`config.mk`:
```
export PLATFORM = sky130hd
export DESIGN_NAME = mmio_access_ctrl
export DESIGN_NICKNAME = d
export VERILOG_FILES = /design/src/rtl/mmio_access_ctrl.sv
export SDC_FILE = /design/constraint.sdc
export NUM_CORES = 1
export LEC_CHECK = 0
export CAP_MARGIN = 20
export CORE_MARGIN = 3
export CORE_UTILIZATION = 35
export CTS_CLUSTER_SIZE = 30
export DETAILED_ROUTE_END_ITERATION = 6
export HOLD_SLACK_MARGIN = 0.08
export PLACE_DENSITY = 0.79
export SLEW_MARGIN = 20
export SYNTH_ARGS = -nofsm -noshare
export SYNTH_HDL_FRONTEND = slang
export SYNTH_SLANG_ARGS = --single-unit
export TNS_END_PERCENT = 20
```
`constraint.sdc`:
```
create_clock -name clk -period 2.18 [get_ports clk]
set_clock_uncertainty 0.15 [all_clocks]
set_input_delay 0.436 -clock clk [delete_from_list [all_inputs] [get_ports clk]]
set_output_delay 0.436 -clock clk [all_outputs]
set_load 0.005 [all_outputs]
```
`src/rtl/mmio_access_ctrl.sv`:
```
// mmio_access_ctrl
//   Memory-access controller between the CPU MEM stage and IMEM, DMEM and
//   NUM_CH memory-mapped serial channels. It decodes the address, generates
//   byte enables and lane-replicated store data, and aligns and extends load
//   data with a one-cycle load latency. It stalls the MEM stage while a
//   channel transmit is blocked, and drops that transmit after TIMEOUT wait
//   cycles.
//
//   Optional feature (macro MMIO_CYCLE_COUNTER_EN): a free-running CNT_W-bit
//   cycle counter. It reads at IO channel 0 register 3 (0x8000_000C), and any
//   store to that address clears it.
//
// Ports
//   clk, rst_n                      clock, asynchronous active-low reset
//   req_valid/we/size/signed        MEM-stage access request
//   req_addr, req_wdata             byte address, LSB-justified store data
//   stall                           hold MEM stage (request stays stable)
//   resp_valid, rdata               load response, one cycle after accept
//   err_misalign, err_timeout       one-cycle error pulses
//   imem_we, dmem_we                per-byte write enables
//   mem_addr, mem_wdata             word address and replicated store data
//   dmem_rdata                      DMEM synchronous read data
//   io_tx_valid/data/ready          channel transmit handshake
//   io_rx_valid/data/ready          channel receive handshake (ready = pop)
module mmio_access_ctrl #(
    parameter int NUM_CH  = 2,
    parameter int TIMEOUT = 255,
    parameter int CNT_W   = 32
) (
    input  logic                  clk,
    input  logic                  rst_n,
    input  logic                  req_valid,
    input  logic                  req_we,
    input  logic [1:0]            req_size,
    input  logic                  req_signed,
    input  logic [31:0]           req_addr,
    input  logic [31:0]           req_wdata,
    output logic                  stall,
    output logic                  resp_valid,
    output logic [31:0]           rdata,
    output logic                  err_misalign,
    output logic                  err_timeout,
    output logic [3:0]            imem_we,
    output logic [3:0]            dmem_we,
    output logic [29:0]           mem_addr,
    output logic [31:0]           mem_wdata,
    input  logic [31:0]           dmem_rdata,
    output logic [NUM_CH-1:0]     io_tx_valid,
    output logic [7:0]            io_tx_data,
    input  logic [NUM_CH-1:0]     io_tx_ready,
    input  logic [NUM_CH-1:0]     io_rx_valid,
    input  logic [8*NUM_CH-1:0]   io_rx_data,
    output logic [NUM_CH-1:0]     io_rx_ready
);

    localparam int CH_W = (NUM_CH > 1) ? $clog2(NUM_CH) : 1;

    typedef enum logic [0:0] {ST_IDLE = 1'b0, ST_TX_WAIT = 1'b1} state_e;

    function automatic logic [3:0] byte_en(input logic [1:0] size, input logic [1:0] off);
        case (size)
            2'd0:    byte_en = 4'b0001 << off;
            2'd1:    byte_en = 4'b0011 << {off[1], 1'b0};
            default: byte_en = 4'b1111;
        endcase
    endfunction

    function automatic logic misaligned(input logic [1:0] size, input logic [1:0] off);
        case (size)
            2'd0:    misaligned = 1'b0;
            2'd1:    misaligned = off[0];
            default: misaligned = (off != 2'd0);
        endcase
    endfunction

    function automatic logic [31:0] lane_rep(input logic [1:0] size, input logic [31:0] d);
        case (size)
            2'd0:    lane_rep = {4{d[7:0]}};
            2'd1:    lane_rep = {2{d[15:0]}};
            default: lane_rep = d;
        endcase
    endfunction

    function automatic logic [31:0] load_align(input logic [31:0] word, input logic [1:0] size,
                                               input logic [1:0] off, input logic sgn);
        logic [7:0]  b;
        logic [15:0] h;
        b = word[{off, 3'b000} +: 8];
        h = word[{off[1], 4'b0000} +: 16];
        case (size)
            2'd0:    load_align = {{24{sgn & b[7]}}, b};
            2'd1:    load_align = {{16{sgn & h[15]}}, h};
            default: load_align = word;
        endcase
    endfunction

    state_e             state_q, state_d;
    logic [15:0]        wcnt_q, wcnt_d;
    logic [CH_W-1:0]    ch_q;
    logic [7:0]         tx_byte_q;
    logic               resp_valid_q, rsp_dmem_q, mis_q;
    logic [31:0]        io_word_q;
    logic [1:0]         off_q, size_q;
    logic               sgn_q;
    logic               err_misalign_q, err_timeout_q;

    logic [CH_W-1:0]    ch_s, ch_sel_s;
    logic [1:0]         reg_s;
    logic               ch_ok_s, is_io_s, mis_s, idle_req_s, acc_s;
    logic               tx_store_s, tx_block_s, tx_now_s, wait_ready_s, wait_drop_s;
    logic               mem_store_s, rx_pop_s;
    logic [3:0]         be_s;
    logic [NUM_CH-1:0]  oh_s, oh_q_s;
    logic [31:0]        io_word_s;

    assign ch_s     = req_addr[4 +: CH_W];
    assign reg_s    = req_addr[3:2];
    assign ch_ok_s  = (int'(ch_s) < NUM_CH);
    // Out-of-range channels are forced to 0 so per-channel selects stay in bounds.
    assign ch_sel_s = ch_ok_s ? ch_s : {CH_W{1'b0}};
    assign oh_s     = NUM_CH'(1'b1) << ch_sel_s;
    assign oh_q_s   = NUM_CH'(1'b1) << ch_q;
    assign is_io_s  = req_addr[31];
    assign mis_s    = misaligned(req_size, req_addr[1:0]);
    assign be_s     = byte_en(req_size, req_addr[1:0]);

    // New accesses are decoded only in IDLE; in TX_WAIT the held request is the pending transmit.
    assign idle_req_s   = req_valid & (state_q == ST_IDLE);
    assign tx_store_s   = idle_req_s & req_we & is_io_s & ch_ok_s & (reg_s == 2'd2) & ~mis_s;
    assign tx_block_s   = tx_store_s & ~io_tx_ready[ch_sel_s];
    assign tx_now_s     = tx_store_s & io_tx_ready[ch_sel_s];
    assign acc_s        = idle_req_s & ~tx_block_s;
    assign wait_ready_s = (state_q == ST_TX_WAIT) & io_tx_ready[ch_q];
    assign wait_drop_s  = (state_q == ST_TX_WAIT) & ~io_tx_ready[ch_q] & (wcnt_q == 16'(TIMEOUT));
    assign mem_store_s  = acc_s & ~mis_s & req_we & ~is_io_s;
    assign rx_pop_s     = acc_s & ~mis_s & ~req_we & is_io_s & ch_ok_s & (reg_s == 2'd1)
                          & io_rx_valid[ch_sel_s];

    assign stall       = tx_block_s | ((state_q == ST_TX_WAIT) & ~wait_ready_s & ~wait_drop_s);
    assign imem_we     = (mem_store_s & req_addr[29]) ? be_s : 4'h0;
    assign dmem_we     = (mem_store_s & req_addr[28]) ? be_s : 4'h0;
    assign mem_addr    = req_addr[31:2];
    assign mem_wdata   = lane_rep(req_size, req_wdata);
    assign io_tx_data  = (state_q == ST_TX_WAIT) ? tx_byte_q : req_wdata[7:0];
    assign io_tx_valid = tx_now_s ? oh_s : (wait_ready_s ? oh_q_s : {NUM_CH{1'b0}});
    assign io_rx_ready = rx_pop_s ? oh_s : {NUM_CH{1'b0}};

    assign resp_valid   = resp_valid_q;
    assign err_misalign = err_misalign_q;
    assign err_timeout  = err_timeout_q;
    // DMEM data only arrives in the response cycle, so alignment is applied after the register.
    assign rdata = (resp_valid_q & ~mis_q)
                   ? load_align(rsp_dmem_q ? dmem_rdata : io_word_q, size_q, off_q, sgn_q)
                   : 32'h0;

`ifdef MMIO_CYCLE_COUNTER_EN
    logic [CNT_W-1:0]    cyc_q;
    logic [CNT_W+31:0]   cyc_ext_s;
    logic [31:0]         cyc_rd_s;
    assign cyc_ext_s = {32'h0, cyc_q};
    assign cyc_rd_s  = cyc_ext_s[31:0];

    // Free-running cycle counter, cleared by a store to channel 0 register 3.
    always_ff @(posedge clk or negedge rst_n) begin
        if (!rst_n) begin
            cyc_q <= {CNT_W{1'b0}};
        end else if (acc_s & ~mis_s & req_we & is_io_s & ch_ok_s & (ch_s == {CH_W{1'b0}})
                     & (reg_s == 2'd3)) begin
            cyc_q <= {CNT_W{1'b0}};
        end else begin
            cyc_q <= cyc_q + {{(CNT_W-1){1'b0}}, 1'b1};
        end
    end
`else
    logic unused_cnt_w_s;
    assign unused_cnt_w_s = ^CNT_W;
`endif

    // IO register read value for the addressed channel.
    always_comb begin
        io_word_s = 32'h0;
        if (ch_ok_s) begin
            case (reg_s)
                2'd0: io_word_s = {30'h0, io_rx_valid[ch_sel_s], io_tx_ready[ch_sel_s]};
                2'd1: io_word_s = io_rx_valid[ch_sel_s]
                                  ? {24'h0, io_rx_data[{ch_sel_s, 3'b000} +: 8]} : 32'h0;
                2'd3: begin
`ifdef MMIO_CYCLE_COUNTER_EN
                    io_word_s = (ch_sel_s == {CH_W{1'b0}}) ? cyc_rd_s : 32'h0;
`else
                    io_word_s = 32'h0;
`endif
                end
                default: io_word_s = 32'h0;
            endcase
        end else begin
            io_word_s = 32'h0;
        end
    end

    // Transmit FSM next state and wait-cycle counter.
    always_comb begin
        state_d = state_q;
        wcnt_d  = wcnt_q;
        case (state_q)
            ST_IDLE: begin
                if (tx_block_s) begin
                    state_d = ST_TX_WAIT;
                    wcnt_d  = 16'd0;
                end else begin
                    state_d = ST_IDLE;
                    wcnt_d  = 16'd0;
                end
            end
            ST_TX_WAIT: begin
                if (wait_ready_s | wait_drop_s) begin
                    state_d = ST_IDLE;
                    wcnt_d  = 16'd0;
                end else begin
                    state_d = ST_TX_WAIT;
                    wcnt_d  = wcnt_q + 16'd1;
                end
            end
            default: begin
                state_d = ST_IDLE;
                wcnt_d  = 16'd0;
            end
        endcase
    end

    // State, pending transmit and load-response registers.
    always_ff @(posedge clk or negedge rst_n) begin
        if (!rst_n) begin
            state_q        <= ST_IDLE;
            wcnt_q         <= 16'd0;
            ch_q           <= {CH_W{1'b0}};
            tx_byte_q      <= 8'h0;
            resp_valid_q   <= 1'b0;
            rsp_dmem_q     <= 1'b0;
            mis_q          <= 1'b0;
            io_word_q      <= 32'h0;
            off_q          <= 2'd0;
            size_q         <= 2'd0;
            sgn_q          <= 1'b0;
            err_misalign_q <= 1'b0;
            err_timeout_q  <= 1'b0;
        end else begin
            state_q        <= state_d;
            wcnt_q         <= wcnt_d;
            if (tx_block_s) begin
                ch_q      <= ch_sel_s;
                tx_byte_q <= req_wdata[7:0];
            end
            resp_valid_q   <= acc_s & ~req_we;
            if (acc_s & ~req_we) begin
                rsp_dmem_q <= ~is_io_s & req_addr[28];
                io_word_q  <= is_io_s ? io_word_s : 32'h0;
                mis_q      <= mis_s;
                off_q      <= req_addr[1:0];
                size_q     <= req_size;
                sgn_q      <= req_signed;
            end
            err_misalign_q <= acc_s & mis_s;
            err_timeout_q  <= wait_drop_s;
        end
    end

endmodule
```
==> summary.md <==
| Metric | Value |
|---|---|
| Largest net degree at the start of global routing | 45 |
| DRT iter0 DRCs | 239 |
| Crit-path max FO | 20 |
| Post-synth cell types | 51 |
| HPWL after DPL | 11.5 mm |
| Sum of routed wire length over all layers | 15.6 mm |
| Leading cell type in the layout, fill and taps excluded | clkdlybuf4s50_1 |
| Filler Cell Count | 927 |
| Die ar. | 12600 um2 |
| Via Count | 4528 |
| Diode count | 0 |
| Pwr dens | 417 nW/um2 |
| Min Tclk post-route | 2.75 ns |
| Initial antenna violation count | 1 |
| Async SR Flop Fraction | 1.00 |
| Die W | 112 um |
| Setup Viol. Count Final | 45 |
| CTS tree | yes |
| Num CTS Buffers | 5 |
| Register area | 1100 um2 |
| Layout cells sized above 1 | 0.364 |
| Hold-fix buffers, CTS | 0 |
| Max VDD drop | 0.000273 V |
| DR pass1 iterations | 4 |
| Multi-input logic area | 2650 um2 |
| Failing checks | negative setup slack |
| Final slew viol count | 0 |
| Slew Limit Headroom | 0.610 |
| Core area | 10900 um2 |
| Yosys warning total | 0 |
| Leak | 0.00300 uW |
| Status | finished, violations left |
| Remaining DRCs | 0 |
| Pre-CTS setup slack | -0.925 ns |
| Fin nets | 828 |
| Max-cap violation count | 0 |
| Chip Height | 112 um |
| Tot GR Track Use | 0.228 |
| Post-Syn Nets | 601 |
| Synth Flop Type | dfrtp_1 |
| Synth Area per Inst | 8.32 um2 |
| Top-level I/O count | 241 |
| Area Growth Syn to Fin | 67.3% |
| H-tree depth | 2 |
| Worst setup EP type | output pin |
| FMAX | 363 MHz |
| Fin. Hold Viols | 0 |
| Crit Path Class | flop to output pin |
| Synth Cell Area | 3970 um2 |
| Final Wtd Congestion | 0.950 |
| EDFF count, synth | 0 |
| Crit path DAT | 2.17 ns |
| Port Buffers | 192 |
| Cells after Synth | 477 |
| Min-Delay Path Class | primary input to asynchronous set/reset pin |
| Final setup margin | -0.574 ns |
| Drt via density | 5.36 |
| CP startpoint kind | flop |
| Drt wl/cell | 18.5 um |
| Clk_lat worst skew | 0.28 ns |
| Worst-case clock buffer depth | 2 |
| Row cnt | 38 |
| Crit share post-route | 1.26 |
| Synthesized flop and latch total | 44 |
| Req. time, crit path | 1.59 ns |
| Vias in the first global route | 4701 |
| First-pass GRT wire length | 23.9 mm |
| Initial Utilization | 0.363 |
| Clk root buf | clkbuf_16 |
| Final Hold Slack | 0.0821 ns |
| Total gr overflow | 0 |
| Commonest non-fill, non-tap cells in the layout | clkdlybuf4s50_1, buf_4, nand2_1, dfrtp_1 |
| Clock sinks | 44 |
| Clock-pin slew on the worst setup and hold paths | 0.06 ns |
| Actual slew at the worst max-slew pin | 0.584 ns |
| Post-synthesis sequential area ratio | 0.278 |
| Antenna-violating nets left | 0 |
| Unrepaired setup endpoints after global routing | true |
## area by class of cell
cell class | instances | area share
Inverter | 10 | 0.00584
Clock buffer | 6 | 0.0194
Sequential cell | 44 | 0.166
Tap cell | 140 | 0.0264
Multi-Input combinational cell | 354 | 0.399
Clock inverter | 1 | 0.000754
Timing Repair Buffer | 289 | 0.382
## sequential cells by signal (all words and copies together), names as in the netlist
| register | cells |
|---|---|
| ch_q | 1 |
| err_misalign | 1 |
| err_timeout | 1 |
| io_word_q | 8 |
| mis_q | 1 |
| off_q | 2 |
| resp_valid | 1 |
| rsp_dmem_q | 1 |
| sgn_q | 1 |
| size_q | 2 |
| state_q | 1 |
| tx_byte_q | 8 |
| wcnt_q | 16 |
## what timing repair did
item	4_1_cts	5_1_grt
cloned	2	1
setup buffers	11	6
pin swaps	41	13
resized for setup	295	50
setup endpoints to repair	92	54
## cells in the mapped netlist, types with 2 or more instances
library cell,n,area (um2)
xor2_1,6,52.6
a221oi_2,7,105
or2_2,2,12.5
o211ai_1,5,37.5
mux2_4,7,105
nand2_1,62,233
nor2_1,47,176
and2_1,3,18.8
nor3_1,6,30.0
inv_1,9,33.8
o21ai_0,27,135
a32oi_1,3,26.3
o31ai_1,3,22.5
buf_2,5,25.0
mux2_2,37,417
buf_4,38,285
buf_1,5,18.8
nor4_1,3,18.8
nand4_1,6,37.5
nand2b_1,4,25.0
nand3_1,10,50.1
clkbuf_1,19,71.3
a22oi_1,4,30.0
or3_1,4,25.0
mux2i_1,30,300
xnor2_1,5,43.8
or4_1,4,30.0
and3_1,3,18.8
a32o_1,2,20.0
nor2b_1,13,81.3
buf_6,2,22.5
a31oi_1,4,25.0
dfrtp_1,44,1100
a21oi_1,31,155
## layer usage
layer  vias up  part of all wire  global-route usage
met3        32             0.074              0.0577
li1       2095                 -                   -
met2       238              0.54               0.440
met5         -           0.00070                   0
met1      2161              0.37               0.245
met4         2             0.020              0.0601
## per-stage QoR
stage	cell area, um2	instances	power (uW)	utilization	TNS [ns]
2_1_floorplan	4010	477	1430	-	-0.713
3_3_place_gp	6270	819	1940	0.574	-47.61
3_5_place_dp	6270	819	1970	0.574	-50.61
4_1_cts	6490	838	2710	0.593	-18.00
5_1_grt	6640	844	2900	0.607	-20.42
6_report	6640	844	2760	0.607	-17.41
## kinds of logic (layout without fill, tap and decap cells)
group           Yosys count  after routing  share of synthesized area
simple gates            175            175                      0.210
compound gates           93             93                      0.161
buf+inv                  79            306                      0.116
mux                      74             74                      0.207
flops                    44             44                      0.278
xor+xnor                 11             11                     0.0243
fa+ha+maj                 1              1                    0.00315
## worst max-delay path, cell delays in order (launching register included)
cell       delay, ns
dfrtp_2         0.44
buf_4           0.16
buf_12          0.16
nand2_8         0.09
nor3_4          0.05
buf_4           0.14
o41ai_4         0.34
buf_4           0.18
clkbuf_16       0.16
nor2_4          0.04
buf_2           0.12
## path summary, 6_finish.rpt
path                              startpoint      endpoint  slack (ns)  depth (start not counted)
worst max register to register       state_q  tx_byte_q[0]        0.11                          5
worst max-delay path                off_q[1]     rdata[28]       -0.57                         10
min in group clk                io_word_q[0]  io_word_q[0]        0.36                          2
worst min register to register  io_word_q[0]  io_word_q[0]        0.36                          2
max in group asynchronous              rst_n      off_q[1]        1.36                          2
worst min-delay path                   rst_n  tx_byte_q[5]        0.08                          2
## power breakdown
group	internal [uW]	leakage, uW	switching [uW]
combinational	618	0.00234	513
sequential	868	0.000593	47.0
clock	417	0.0000667	302
No activity file was read; power rests on OpenSTA's default activity.
